==> src/rtl/oflow_pkg.sv <==
// Shared types and defaults for the optical-flow score selection blocks.
// Defaults here must track the core SCORE_LEN / ID_LEN defines.
package oflow_pkg;

    localparam int SCORE_LEN_DEF  = 32;
    localparam int ID_LEN_DEF     = 12;
    localparam int CAND_CNT_W_DEF = 6;

    localparam logic [SCORE_LEN_DEF-1:0] SCORE_MAX = {SCORE_LEN_DEF{1'b1}};

    typedef enum logic [1:0] {
        idle_st   = 2'd0,
        search_st = 2'd1,
        done_st   = 2'd2
    } state_t;

endpackage

==> src/rtl/oflow_score_cmp.sv <==
// Combinational best-match test: strict unsigned less-than against the current best,
// optionally gated by a maximum acceptable score (OFLOW_SCORE_THRESHOLD_EN).
module oflow_score_cmp #(
    parameter int SCORE_LEN = 32
) (
    input  logic [SCORE_LEN-1:0] score,
    input  logic [SCORE_LEN-1:0] best_score,
`ifdef OFLOW_SCORE_THRESHOLD_EN
    input  logic [SCORE_LEN-1:0] score_threshold,
`endif
    output logic                 update
);

    logic better;
    logic eligible;

    // Strict compare keeps the earliest candidate on ties.
    assign better = (score < best_score);

`ifdef OFLOW_SCORE_THRESHOLD_EN
    assign eligible = (score <= score_threshold);
`else
    assign eligible = 1'b1;
`endif

    assign update = better & eligible;

endmodule

==> src/rtl/oflow_score_min_select.sv <==
// Minimum-score selector: consumes one score per previous-frame candidate and reports
// the best (lowest) score and its id. Optional threshold gate: OFLOW_SCORE_THRESHOLD_EN.
module oflow_score_min_select
    import oflow_pkg::*;
#(
    parameter int SCORE_LEN  = SCORE_LEN_DEF,
    parameter int ID_LEN     = ID_LEN_DEF,
    parameter int CAND_CNT_W = CAND_CNT_W_DEF
) (
    input  logic                  clk,
    input  logic                  reset_N,
    input  logic                  start,
    input  logic [CAND_CNT_W-1:0] num_of_candidates,
    input  logic                  score_valid,
    input  logic [SCORE_LEN-1:0]  score,
    input  logic [ID_LEN-1:0]     id,
`ifdef OFLOW_SCORE_THRESHOLD_EN
    input  logic [SCORE_LEN-1:0]  score_threshold,
`endif
    output logic                  busy,
    output logic                  done,
    output logic [SCORE_LEN-1:0]  best_score,
    output logic [ID_LEN-1:0]     best_id,
    output logic                  no_match,
    output state_t                dbg_state
);

    // Stream semantics: score/id are consumed in every cycle score_valid is high while
    // searching; there is no ready, so the block accepts back-to-back strobes.
    localparam logic [CAND_CNT_W-1:0] CNT_ONE = {{(CAND_CNT_W-1){1'b0}}, 1'b1};

    state_t                state;
    logic [CAND_CNT_W-1:0] cand_cnt;
    logic [CAND_CNT_W-1:0] cand_total;
    logic                  any_update;
    logic                  update;
    logic                  last_cand;

    oflow_score_cmp #(
        .SCORE_LEN (SCORE_LEN)
    ) u_cmp (
        .score           (score),
        .best_score      (best_score),
`ifdef OFLOW_SCORE_THRESHOLD_EN
        .score_threshold (score_threshold),
`endif
        .update          (update)
    );

    assign last_cand = (cand_cnt == (cand_total - CNT_ONE));
    assign dbg_state = state;

    always_ff @(posedge clk or negedge reset_N) begin
        if (!reset_N) begin
            state      <= idle_st;
            cand_cnt   <= '0;
            cand_total <= '0;
            any_update <= 1'b0;
            busy       <= 1'b0;
            done       <= 1'b0;
            best_score <= {SCORE_LEN{1'b1}};
            best_id    <= '0;
            no_match   <= 1'b0;
        end else begin
            done <= 1'b0;
            case (state)
                idle_st: begin
                    if (start) begin
                        cand_total <= num_of_candidates;
                        cand_cnt   <= '0;
                        any_update <= 1'b0;
                        best_score <= {SCORE_LEN{1'b1}};
                        best_id    <= '0;
                        if (num_of_candidates == '0) begin
                            state    <= done_st;
                            done     <= 1'b1;
                            no_match <= 1'b1;
                        end else begin
                            state    <= search_st;
                            busy     <= 1'b1;
                            no_match <= 1'b0;
                        end
                    end
                end
                search_st: begin
                    if (score_valid) begin
                        cand_cnt <= cand_cnt + CNT_ONE;
                        if (update) begin
                            best_score <= score;
                            best_id    <= id;
                            any_update <= 1'b1;
                        end
                        if (last_cand) begin
                            state <= done_st;
                            done  <= 1'b1;
                            busy  <= 1'b0;
`ifdef OFLOW_SCORE_THRESHOLD_EN
                            no_match <= ~(any_update | update);
`else
                            no_match <= 1'b0;
`endif
                        end
                    end
                end
                done_st: begin
                    state <= idle_st;
                end
                default: begin
                    state <= idle_st;
                end
            endcase
        end
    end

endmodule

==> config.mk <==
export PLATFORM = sky130hd
export DESIGN_NAME = oflow_score_min_select
export DESIGN_NICKNAME = d
export VERILOG_FILES = /design/src/rtl/oflow_pkg.sv /design/src/rtl/oflow_score_cmp.sv /design/src/rtl/oflow_score_min_select.sv
export SDC_FILE = /design/constraint.sdc
export NUM_CORES = 1
export LEC_CHECK = 0
export BUFFER_PORTS_ARGS = -buffer_cell sky130_fd_sc_hd__buf_2
export CAP_MARGIN = 30
export CORE_MARGIN = 2
export CORE_UTILIZATION = 40
export CTS_BUF_LIST = sky130_fd_sc_hd__clkbuf_4
export CTS_CLUSTER_DIAMETER = 40
export DETAILED_ROUTE_END_ITERATION = 10
export GPL_ROUTABILITY_DRIVEN = 0
export PLACE_DENSITY = 0.75
export SLEW_MARGIN = 10
export SYNTH_ARGS = -nofsm -noshare
export SYNTH_HDL_FRONTEND = slang
export SYNTH_SLANG_ARGS = --single-unit
==> constraint.sdc <==
create_clock -name clk -period 2.98 [get_ports clk]
set_input_delay 0.298 -clock clk [delete_from_list [all_inputs] [get_ports clk]]
set_output_delay 0.298 -clock clk [all_outputs]
set_load 0.03 [all_outputs]
==> flow_metrics.py <==
metrics = {
    "placement": {
        "hpwl_um": 6480,
        "io_buffers": 102,
        "place_ws_ns": 0.296,
        "dpl_cell_area_um2": 4310,
    },
    "layout": {
        "n_fill_cell": 852,
        "layout-drive-gt1-share_pct": 31.2,
        "stdcell_area_um2": 4500,
        "final_cell_mix": "buf_2, nor2_1, nand2_1",
        "final_nets": 589,
        "final_common_cell": "buf_2",
        "diodes": 0,
        "utilization_pct": 49.4,
        "area_growth_pct": 20.9,
        "regArea_um2": 1570,
        "multi_input_area_um2": 1890,
    },
    "synth": {
        "ys.flop_type": "dfstp_2",
        "syn_area_um2": 3720,
        "synth_area_per_cell_um2": 9.27,
        "ys_seq_elements": 61,
        "syn_nets": 488,
        "ys_types": 36,
        "synth-async-reset-ratio_pct": 100,
        "synth_edf_count": 0,
        "netlist_instances": 401,
        "ys_seq_area_share_pct": 42.1,
        "synth.yosys.warnings": 0,
    },
    "worst_setup_path": {
        "crit_end": "best_score[8]$_DFFE_PN1P_",
        "worst_r2r_endpoint": "best_score[8]$_DFFE_PN1P_",
        "worstPathArrival_ns": 3.05,
        "cp_max_fo": 44,
        "worst-path-stages": 9,
        "rr_worst_depth": 9,
        "cpPeakStageDelay_ns": 0.55,
        "cpMaxStageDelayCell": "dfstp_2",
        "rrSetupSlack_ns": 0.25,
        "worst_setup_path_start_kind": "flip-flop",
        "worstSetupEndpointType": "flip-flop",
        "crit_family": "compound AO/OA/AOI/OAI gates",
        "crit_start": "best_score[30]$_DFFE_PN1P_",
        "r2r-start": "best_score[30]$_DFFE_PN1P_",
        "required_ns": 3.30,
        "critPathBufInv": 2,
        "crit_type": "reg -> reg",
        "crit_chain": "inv_1 -> ha_1 -> a21oi_1 -> nand2_1 -> a2111oi_2 -> o211ai_1 -> a211oi_4 -> buf_12 -> mux2i_1",
    },
    "timing": {
        "hold_violations": 0,
        "fmax_mhz": 366,
        "tightest_slew_ns": 0.707,
        "finalSetupTns_ns": 0,
        "relSlewSlack_pct": 51.7,
        "rsz0062_at_grt": "no",
        "timing.final.ws_setup_ns": 0.248,
        "finalCritPeriodShare_pct": 91.7,
        "fin_skew_ns": 0.0164,
        "finalMaxSlewViolations": 0,
        "finalSetupViolations": 0,
        "fin_crit_ns": 2.73,
    },
    "min_path": {
        "min_path_type": "in -> reg",
        "hp-start": "num_of_candidates[5]",
    },
    "floorplan": {
        "die_area_um2": 10100,
        "die_h_um": 100,
        "ioPinCount": 103,
        "start_util_pct": 40.8,
        "die_w_um": 100,
        "core-area_um2": 9110,
        "num_rows": 35,
    },
    "cts": {
        "cts_resized": 0,
        "cts.sinks": 61,
        "cts_made_buffers": 9,
        "clk_path_buf_depth": 2,
        "cts_tree": "yes",
        "cts_root_buffer": "clkbuf_4",
        "clk_pin_slew_ns": 0.11,
        "h-tree-depth": 3,
        "cts_setup_buffers": 0,
        "clk-insertion-delay-late_ns": 0.41,
    },
    "pwr": {
        "finalPower_mw": 4.97,
        "power_leakage_nw": 2.41,
        "power_density_nw_per_um2": 1100,
        "vdd_ir_drop_max_mv": 0.491,
    },
    "global_route": {
        "grt_max_degree": 45,
        "grt-ovfl-total": 0,
        "antenna_found_initial": 0,
        "grt_pass1_vias": 3023,
        "grt_pass1_wl_um": 14500,
        "track_usage_pct": 18.2,
    },
    "drt": {
        "first_pass_iters": 4,
        "viasPerCell": 5.02,
        "vias": 3103,
        "antenna_left": 0,
        "drt_wl_total_um": 8890,
        "drt_iter0_markers": 102,
        "drc": 0,
        "routedWlPerCell_um": 14.4,
    },
    "job": {
        "drv_cap": 0,
    },
    "outcome": {
        "outcome": "finished, final reports clean",
    },
}
-- metrics by stage --
stage / cells / hold slack [ns]
after floorplan: 401 / 0.00241
after global placement: 601 / 0.381
after detailed placement: 601 / 0.394
after CTS: 618 / 0.0701
after global routing: 618 / 0.0662
final: 618 / 0.0941
-- worst reg2reg max path: stages, from the launching register on --
cell	delay, ns
dfstp_2	0.55
inv_1	0.05
ha_1	0.30
a21oi_1	0.15
nand2_1	0.10
a2111oi_2	0.43
o211ai_1	0.20
a211oi_4	0.28
buf_12	0.33
mux2i_1	0.27
-- state kept, by name, indices dropped and copies added, names as in the netlist --
register and flops:
best_score 32, best_id 12, busy 1, cand_cnt 6, dbg_state 2, done 1
no_match 1, cand_total 6
-- routing by layer --
metal	up-vias	track usage [%]	part of all wire (%)
met5	-	0	0
met4	0	5.48	0.92
met3	8	3.76	4.3
met2	66	31.1	50
met1	1490	23.1	44
li1	1539	-	-
-- synthesized netlist by cell type (4+ instances only) --
cell	n	share of area, %
a21oi_1	13	1.8
buf_12	4	2.2
clkbuf_1	13	1.3
dfrtp_1	29	20
dfstp_2	32	23
ha_1	33	11
inv_1	35	3.5
mux2i_1	45	12
nand2_1	52	5.3
nand3_1	6	0.81
nand4_1	8	1.3
nor2_1	75	7.6
nor3_1	5	0.67
o21ai_0	11	1.5
xnor2_1	4	0.94
xor2_1	8	1.9
-- cells by family (layout without fill, tap and decap cells) --
| group | Yosys count | after routing | synth area share (%) |
|---|---|---|---|
| multiplexers | 45 | 45 | 12.1 |
| AND/OR/NAND/NOR | 157 | 157 | 17.6 |
| buffers and inverters | 54 | 160 | 7.51 |
| AO/OA/AOI/OAI | 39 | 39 | 6.66 |
| adder cells (fa/ha/maj) | 33 | 33 | 11.1 |
| flip-flops | 61 | 61 | 42.1 |
| XOR/XNOR | 12 | 12 | 2.83 |
-- power by group --
group	internal, mW	total [mW]	switching, mW	leakage, nW
Clock	0.428	0.738	0.310	0.0955
Sequential	1.32	1.63	0.308	0.703
Combinational	0.964	2.60	1.64	1.61
-- final cells by class --
type	count	share of cell area, %
clock buffers	10	1.67
repair buffers	109	13.1
well taps	111	3.09
flip-flops and latches	61	34.8
clock inverters	6	2.28
multi-input cells	286	42.1
inverters	35	2.92
-- how the worst min path moves through the flow --
stage	cells after the start	slack, ns	to
floorplan	0	0.002	best_id[0]$_DFFE_PN0P_
global placement	1	0.38	best_id[4]$_DFFE_PN0P_
detailed placement	1	0.39	best_id[4]$_DFFE_PN0P_
CTS	3	0.07	cand_total[4]$_DFFE_PN0P_
global route	3	0.07	cand_total[4]$_DFFE_PN0P_
finish	3	0.09	cand_total[5]$_DFFE_PN0P_
-- repair_timing --
action / 4_1_cts / 5_1_grt
endpoints found under the hold margin: 4 / 0
setup endpoints to repair: 0 / 0
hold buffers: 1 / 0
(Power assumes the default switching activity.)
